### config.mk
export PLATFORM = sky130hd
export DESIGN_NAME = telemetry_uart_tx
export DESIGN_NICKNAME = d
export VERILOG_FILES = /design/src/rtl/telemetry_uart_tx.sv
export SDC_FILE = /design/constraint.sdc
export NUM_CORES = 1
export LEC_CHECK = 0
export CAP_MARGIN = 20
export CORE_MARGIN = 4
export CORE_UTILIZATION = 60
export CTS_BUF_LIST = sky130_fd_sc_hd__clkbuf_2 sky130_fd_sc_hd__clkbuf_4 sky130_fd_sc_hd__clkbuf_8
export DETAILED_ROUTE_END_ITERATION = 16
export PLACE_DENSITY_LB_ADDON = 0.08
export SKIP_CTS_REPAIR_TIMING = 1
export SLEW_MARGIN = 15
export SYNTH_ARGS = -nofsm -noshare
export SYNTH_HDL_FRONTEND = slang
export SYNTH_SLANG_ARGS = --single-unit
### constraint.sdc
create_clock -name clk -period 4.21 [get_ports clk]
set_input_delay 0.421 -clock clk [delete_from_list [all_inputs] [get_ports clk]]
set_output_delay 0.421 -clock clk [all_outputs]
set_load 0.02 [all_outputs]
### src/rtl/telemetry_uart_tx.sv
// telemetry_uart_tx
//   Outbound half of the cold-storage serial link. Builds a fixed-format
//   ASCII status report "T<dd>H<dd>F<f>U<h>\r\n" and shifts it out as 8N1
//   UART on uart_txd. A report is sent periodically, on report_req, or both.
//   Requests that arrive while one is pending or a frame is in flight are
//   coalesced into a single pending report.
//
//   Optional feature (macro TELEM_ACK_EN): a rising edge of rx_msg_done
//   queues an acknowledge frame "K<cmd><v0><v1>\r\n". The ack takes
//   priority over a pending report.
//
// Ports:
//   clk          system clock
//   rst_n        asynchronous active-low reset
//   temperature  unsigned degrees C (shown as two saturated digits)
//   humidity     unsigned percent (shown as two saturated digits)
//   led_fan      cooling-fan state, sent as '1'/'0'
//   led_hum      humidifier state, sent as '1'/'0'
//   report_req   any cycle high requests one report
//   chr_cmd      last received command byte (ack frame only)
//   chr_val0     last received value byte 0 (ack frame only)
//   chr_val1     last received value byte 1 (ack frame only)
//   rx_msg_done  receive-complete flag; rising edge queues an ack
//   uart_txd     serial output, idle high
//   busy         high while a frame is being loaded or shifted
//   frame_done   one-cycle pulse after the last stop bit of a frame
module telemetry_uart_tx #(
  parameter int CLK_FREQ      = 100_000_000,
  parameter int BAUD          = 9600,
  parameter int REPORT_PERIOD = 100_000_000
) (
  input  logic       clk,
  input  logic       rst_n,
  input  logic [7:0] temperature,
  input  logic [7:0] humidity,
  input  logic       led_fan,
  input  logic       led_hum,
  input  logic       report_req,
  input  logic [7:0] chr_cmd,
  input  logic [7:0] chr_val0,
  input  logic [7:0] chr_val1,
  input  logic       rx_msg_done,
  output logic       uart_txd,
  output logic       busy,
  output logic       frame_done
);

  localparam int BAUD_DIV = CLK_FREQ / BAUD;
  localparam int BW       = (BAUD_DIV > 1) ? $clog2(BAUD_DIV) : 1;
  localparam int NBYTES   = 12;

  typedef enum logic [2:0] {
    S_IDLE,
    S_LOAD,
    S_START,
    S_DATA,
    S_STOP
  } state_t;

  state_t      state_reg, state_next;
  logic [BW-1:0] baud_cnt_reg;
  logic [2:0]  bit_cnt_reg;
  logic [3:0]  byte_idx_reg;
  logic [7:0]  shift_reg;
  logic        rpt_pending_reg;
  logic        done_reg;
  logic        frame_is_ack_reg;
  logic [7:0]  frame_reg [NBYTES];

  logic        bit_end;
  logic        last_byte;
  logic        period_tick;
  logic        ack_pending;
  logic [7:0]  ack_cmd, ack_v0, ack_v1;
  logic [7:0]  load_bytes [NBYTES];
  logic [15:0] t_ascii, h_ascii;

  assign bit_end   = (baud_cnt_reg == BW'(BAUD_DIV - 1));
  assign last_byte = (byte_idx_reg == (frame_is_ack_reg ? 4'd5 : 4'd11));

  // Two ASCII digits of a value saturated at 99 ("07", "99", ...).
  function automatic logic [15:0] ascii_dec2(input logic [7:0] v);
    logic [7:0] sat, tens, units;
    sat   = (v > 8'd99) ? 8'd99 : v;
    tens  = sat / 8'd10;
    units = sat - tens * 8'd10;
    return {tens + 8'h30, units + 8'h30};
  endfunction

  // ---------------------------------------------------------------------
  // Free-running report period counter (independent of busy)
  // ---------------------------------------------------------------------
  generate
    if (REPORT_PERIOD > 0) begin : g_period
      logic [31:0] period_cnt_reg;
      assign period_tick = (period_cnt_reg == 32'(REPORT_PERIOD - 1));
      always_ff @(posedge clk or negedge rst_n) begin
        if (!rst_n)           period_cnt_reg <= '0;
        else if (period_tick) period_cnt_reg <= '0;
        else                  period_cnt_reg <= period_cnt_reg + 32'd1;
      end
    end else begin : g_no_period
      assign period_tick = 1'b0;
    end
  endgenerate

  // ---------------------------------------------------------------------
  // Acknowledge request capture
  // ---------------------------------------------------------------------
`ifdef TELEM_ACK_EN
  logic       rx_done_prev_reg;
  logic       ack_pending_reg;
  logic [7:0] ack_cmd_reg, ack_v0_reg, ack_v1_reg;
  logic       rx_rise;

  assign rx_rise = rx_msg_done & ~rx_done_prev_reg;

  always_ff @(posedge clk or negedge rst_n) begin
    if (!rst_n) begin
      rx_done_prev_reg <= 1'b0;
      ack_pending_reg  <= 1'b0;
      ack_cmd_reg      <= '0;
      ack_v0_reg       <= '0;
      ack_v1_reg       <= '0;
    end else begin
      rx_done_prev_reg <= rx_msg_done;
      // IDLE always consumes a pending ack; a new edge in that same cycle
      // still wins so it is not lost.
      ack_pending_reg  <= rx_rise | (ack_pending_reg & (state_reg != S_IDLE));
      if (rx_rise) begin
        ack_cmd_reg <= chr_cmd;
        ack_v0_reg  <= chr_val0;
        ack_v1_reg  <= chr_val1;
      end
    end
  end

  assign ack_pending = ack_pending_reg;
  assign ack_cmd     = ack_cmd_reg;
  assign ack_v0      = ack_v0_reg;
  assign ack_v1      = ack_v1_reg;
`else
  assign ack_pending = 1'b0;
  assign ack_cmd     = 8'h00;
  assign ack_v0      = 8'h00;
  assign ack_v1      = 8'h00;

  logic unused_ack_inputs;
  assign unused_ack_inputs = ^{chr_cmd, chr_val0, chr_val1, rx_msg_done};
`endif

  // ---------------------------------------------------------------------
  // Frame contents presented to LOAD
  // ---------------------------------------------------------------------
  always_comb begin
    t_ascii        = ascii_dec2(temperature);
    h_ascii        = ascii_dec2(humidity);
    load_bytes[0]  = 8'h54;                       // 'T'
    load_bytes[1]  = t_ascii[15:8];
    load_bytes[2]  = t_ascii[7:0];
    load_bytes[3]  = 8'h48;                       // 'H'
    load_bytes[4]  = h_ascii[15:8];
    load_bytes[5]  = h_ascii[7:0];
    load_bytes[6]  = 8'h46;                       // 'F'
    load_bytes[7]  = led_fan ? 8'h31 : 8'h30;
    load_bytes[8]  = 8'h55;                       // 'U'
    load_bytes[9]  = led_hum ? 8'h31 : 8'h30;
    load_bytes[10] = 8'h0D;
    load_bytes[11] = 8'h0A;
    if (frame_is_ack_reg) begin
      load_bytes[0] = 8'h4B;                      // 'K'
      load_bytes[1] = ack_cmd;
      load_bytes[2] = ack_v0;
      load_bytes[3] = ack_v1;
      load_bytes[4] = 8'h0D;
      load_bytes[5] = 8'h0A;
    end
  end

  // ---------------------------------------------------------------------
  // FSM: state register
  // ---------------------------------------------------------------------
  always_ff @(posedge clk or negedge rst_n) begin
    if (!rst_n) state_reg <= S_IDLE;
    else        state_reg <= state_next;
  end

  // ---------------------------------------------------------------------
  // FSM: next state
  // ---------------------------------------------------------------------
  always_comb begin
    state_next = state_reg;
    case (state_reg)
      S_IDLE:  if (ack_pending || rpt_pending_reg) state_next = S_LOAD;
      S_LOAD:  state_next = S_START;
      S_START: if (bit_end) state_next = S_DATA;
      S_DATA:  if (bit_end && (bit_cnt_reg == 3'd7)) state_next = S_STOP;
      S_STOP:  if (bit_end) state_next = last_byte ? S_IDLE : S_START;
      default: state_next = S_IDLE;
    endcase
  end

  // ---------------------------------------------------------------------
  // FSM: outputs
  // ---------------------------------------------------------------------
  always_comb begin
    uart_txd   = 1'b1;
    busy       = (state_reg != S_IDLE);
    frame_done = done_reg;
    case (state_reg)
      S_START: uart_txd = 1'b0;
      S_DATA:  uart_txd = shift_reg[0];
      default: uart_txd = 1'b1;
    endcase
  end

  // ---------------------------------------------------------------------
  // Datapath: counters, shifter, snapshot, pending report flag
  // ---------------------------------------------------------------------
  always_ff @(posedge clk or negedge rst_n) begin
    if (!rst_n) begin
      baud_cnt_reg     <= '0;
      bit_cnt_reg      <= '0;
      byte_idx_reg     <= '0;
      shift_reg        <= '1;
      rpt_pending_reg  <= 1'b0;
      done_reg         <= 1'b0;
      frame_is_ack_reg <= 1'b0;
      for (int i = 0; i < NBYTES; i++) frame_reg[i] <= '0;
    end else begin
      // A report request always wins over the IDLE clear, so a request in
      // the same cycle as the hand-off is not dropped.
      rpt_pending_reg <= report_req | period_tick |
                         (rpt_pending_reg & ~((state_reg == S_IDLE) & ~ack_pending));

      done_reg <= (state_reg == S_STOP) && bit_end && last_byte;

      if (state_reg == S_IDLE) frame_is_ack_reg <= ack_pending;

      if ((state_reg == S_START) || (state_reg == S_DATA) || (state_reg == S_STOP))
        baud_cnt_reg <= bit_end ? '0 : baud_cnt_reg + 1'b1;
      else
        baud_cnt_reg <= '0;

      if (state_reg != S_DATA)
        bit_cnt_reg <= '0;
      else if (bit_end)
        bit_cnt_reg <= bit_cnt_reg + 3'd1;

      if (state_reg == S_LOAD) begin
        byte_idx_reg <= '0;
        for (int i = 0; i < NBYTES; i++) frame_reg[i] <= load_bytes[i];
      end else if ((state_reg == S_STOP) && bit_end && !last_byte) begin
        byte_idx_reg <= byte_idx_reg + 4'd1;
      end

      // The byte is fetched at the end of the start bit and shifted LSB first.
      if ((state_reg == S_START) && bit_end)
        shift_reg <= frame_reg[byte_idx_reg];
      else if ((state_reg == S_DATA) && bit_end)
        shift_reg <= {1'b1, shift_reg[7:1]};
    end
  end

endmodule

==> summary.md <==
| Metric | Value |
|---|---|
| Number of port buffers | 23 |
| Sequential fraction of the synthesis area | 39.8% |
| Latest clock arrival within the worst-skew pair | 0.38 ns |
| Initial antenna violation count | 0 |
| VDD IR max | 0.402 mV |
| First-pass GRT wire length | 21200 um |
| Die extent in x | 109 um |
| Clock Skews | about 0.012 ns |
| Most frequent cells in the layout | dfrtp_1, nand2_1, nor2_1 |
| Post-Place Worst Slack | -0.527 ns |
| Hpwl dp | 9160 um |
| Clock share of power | 23.7% |
| RR Endpoint | state_reg[0] |
| Die height | 109 um |
| Core area | around 0.0099 mm2 |
| Most common cell after layout, fill and taps aside | dfrtp_1 |
| Layout cells sized above 1 | 15.0% |
| Clock sinks | 97 |
| Ant diodes | 0 |
| # IOs | 49 |
| Hold Fails Final Rpt | 0 |
| Routed WL | between 10000 and 15000 um |
| Total number of vias | 4916 |
| Worst R2R Setup Slack | ~1.5 ns |
| Crit-path max FO | 5 |
| Die area | 0.0119 mm2 |
| TritonCTS clock tree | yes |
| Post-route ant nets | 0 |
| Bufs on Longest Clock Path | 2 |
| CTS root buffer | clkbuf_8 |
| Status | finished clean |
| Placer Congestion | about 0.9 |
| Detailed-route wire length per cell | 14.2 um |
| Cell count after synthesis | 685 |
| Final Cycle Share | 96.2% |
| Final net count | 823 |
| Cells on worst reg2reg path | 5 |
| Synthesized area per cell | slightly below 9 um2 |
| DRT iter0 DRCs | 350 |
| TritonRoute pass-1 iters | 5 |
| Total power | 2.66 mW |
| Critical Path RT | 4.45 ns |
| Placed insts | 853 |
| Setup slack after layout | 0.161 ns |
| Clk slew on worst S/H paths | 0.10 ns |
| Synth async-reset ratio | 100% |
| Final-report setup violation count | 0 |
| Total of warnings raised by yosys | 0 |
| Grt total ovfl | 0 |
| Combinational fraction of design power | 30.2% |
| Power density over cell area | about 380 mW/mm2 |
| Crit path time final | 4.05 ns |
| CTS buffer count | 9 |
| Post-synth EDFFs | 0 |
| RSZ-0062 raised after global routing | yes |
| Psw | approximately 0.91 mW |
| Sequential share of power | 46.0% |
| Critical path type | input pin to flip-flop |
| Worst Hold Class | input pin to asynchronous set/reset pin |
| Worst rel slew slack | 27.7% |
| Crit path arrival time | roughly 4.3 ns |
| Measured slew at the worst slew-check pin | 1.08 ns |
| Lkg Pwr | 3.26 nW |
| Via density | 5.64 |
| Max reg flops | 32 |
| DRC Markers | 0 |
| Cell row count | 36 |
| CP Capture Type | flip-flop |
| H-tree depth | 3 |
| Total GRT Usage | 22.1% |
| Vias in the first global route | 4701 |
| Yosys cell types | 62 |
| Post-synth top flop | dfrtp_1 |
| Yosys reg bits | between 90 and 100 |
| Final Non-Filler Cells | 872 |
| Starting Density | 62.1% |
| Final slew viol count | 0 |
| Largest net degree at the start of global routing | 64 |
| Pint | 1.75 mW |
| R2r startpoint | baud_cnt_reg[4] |
| Sw Share | roughly a third |
| Fmax | approximately 250 MHz |
| Critical path startpoint category | input pin |
| Max_cap viols | 0 |
| Synthesized area | 0.00612 mm2 |
| P&R area growth vs syn | 15.6% |
-- cells by family after synthesis --
kind of cell	Yosys count	share of synthesized area, %
simple gates	281	23.4
compound gates	119	11.9
flops	97	39.8
buf+inv	69	4.41
xor+xnor	58	8.30
fa+ha+maj	44	9.44
mux	16	2.72
other cells	1	0.0613
-- power groups by stage --
stage                     Clock, mW  Combinational [mW]  Sequential, mW
after CTS                     0.649               0.775            1.22
final                         0.631               0.804            1.22
after global routing          0.678               0.925            1.25
after global placement            0               0.743            1.24
after floorplan                   0               0.578            1.17
after detailed placement          0               0.771            1.24
-- worst max-delay path by stage --
| stage | endpoint | cells past startpoint | slack (ns) | start |
|---|---|---|---|---|
| after floorplan | frame_reg[79] | 22 | 0.04 | temperature[3] |
| after global placement | frame_reg[79] | 22 | -0.36 | temperature[2] |
| after detailed placement | frame_reg[55] | 24 | -0.53 | humidity[5] |
| after CTS | frame_reg[55] | 24 | -0.13 | humidity[5] |
| after global routing | frame_reg[55] | 24 | -0.08 | humidity[4] |
| final | frame_reg[55] | 24 | 0.16 | humidity[4] |
-- critical path, cell delays in order --
cell and delay [ns]:
clkdlybuf4s50_1 0.42, buf_4 0.17, nor2_1 0.15, a22oi_2 0.12
nor2_2 0.10, o21bai_1 0.08, ha_1 0.29, inv_1 0.04
o22ai_1 0.14, nor2_1 0.07, a21oi_2 0.15, inv_1 0.05
ha_1 0.19, ha_2 0.19, inv_1 0.07, fa_2 0.43
inv_1 0.07, ha_1 0.23, inv_2 0.08, ha_4 0.20
and3_1 0.19, a211oi_2 0.21, xnor2_1 0.14, o21ai_1 0.07
-- synth_stat cells, types with 2 or more instances --
cell type  count  share of area, %
dfrtp_1       89                36
nand2_1       76               4.7
nor2_1        64               3.9
ha_1          39               8.0
inv_1         39               2.4
a21oi_1       38               3.1
o21ai_0       35               2.9
xnor2_1       32               4.6
nand3_1       29               2.4
clkbuf_1      26               1.6
xor2_1        26               3.7
nand2b_1      17               1.7
mux2i_1       11               1.8
nand4_1       11               1.1
nor2b_1       11               1.1
nor3_1        11              0.90
and2_1        10               1.0
and3_1        10               1.0
nor4_1        10               1.0
dfstp_2        8               3.4
a22oi_1        6              0.74
and4_1         6              0.86
o22ai_1        6              0.61
a211oi_1       5              0.61
mux2_2         5              0.92
fa_1           4               1.3
nand3b_1       4              0.49
o221ai_1       4              0.57
a21o_1         3              0.37
buf_2          3              0.25
nor4b_1        3              0.43
o21a_1         3              0.37
or2_2          3              0.31
a211o_1        2              0.29
a31oi_1        2              0.20
nor3b_1        2              0.25
nor3b_2        2              0.41
nor4_2         2              0.41
o211ai_1       2              0.25
o21ba_2        2              0.33
o31ai_1        2              0.25
or3_1          2              0.20
-- per-layer routing --
layer	track usage, %	vias up	share of wire, %
met5	0	-	0
met4	6.22	0	1.7
met3	4.97	17	3.1
met2	36.9	74	49
met1	28.9	2354	46
li1	-	2471	-
-- final cells by class --
class,count,area [um2]
clock inverter,6,73.8
fill,775,2790
inverter,39,146
clock buffer,10,131
timing repair buffer,67,576
tap,133,166
multi-input combinational,520,3540
sequential,97,2440
-- stage by stage --
stage                     cell area [um2]  util (%)  hold slack, ns  TNS, ns
after CTS                            6920      70.1           0.116   -0.184
after global routing                 7070      71.7           0.152  -0.0844
final                                7070      71.7          0.0984        0
after floorplan                      6130         -           0.125        0
after detailed placement             6710      68.1           0.446    -2.09
after global placement               6710      68.1           0.443    -1.26
No activity file was read; power rests on OpenSTA's default activity.
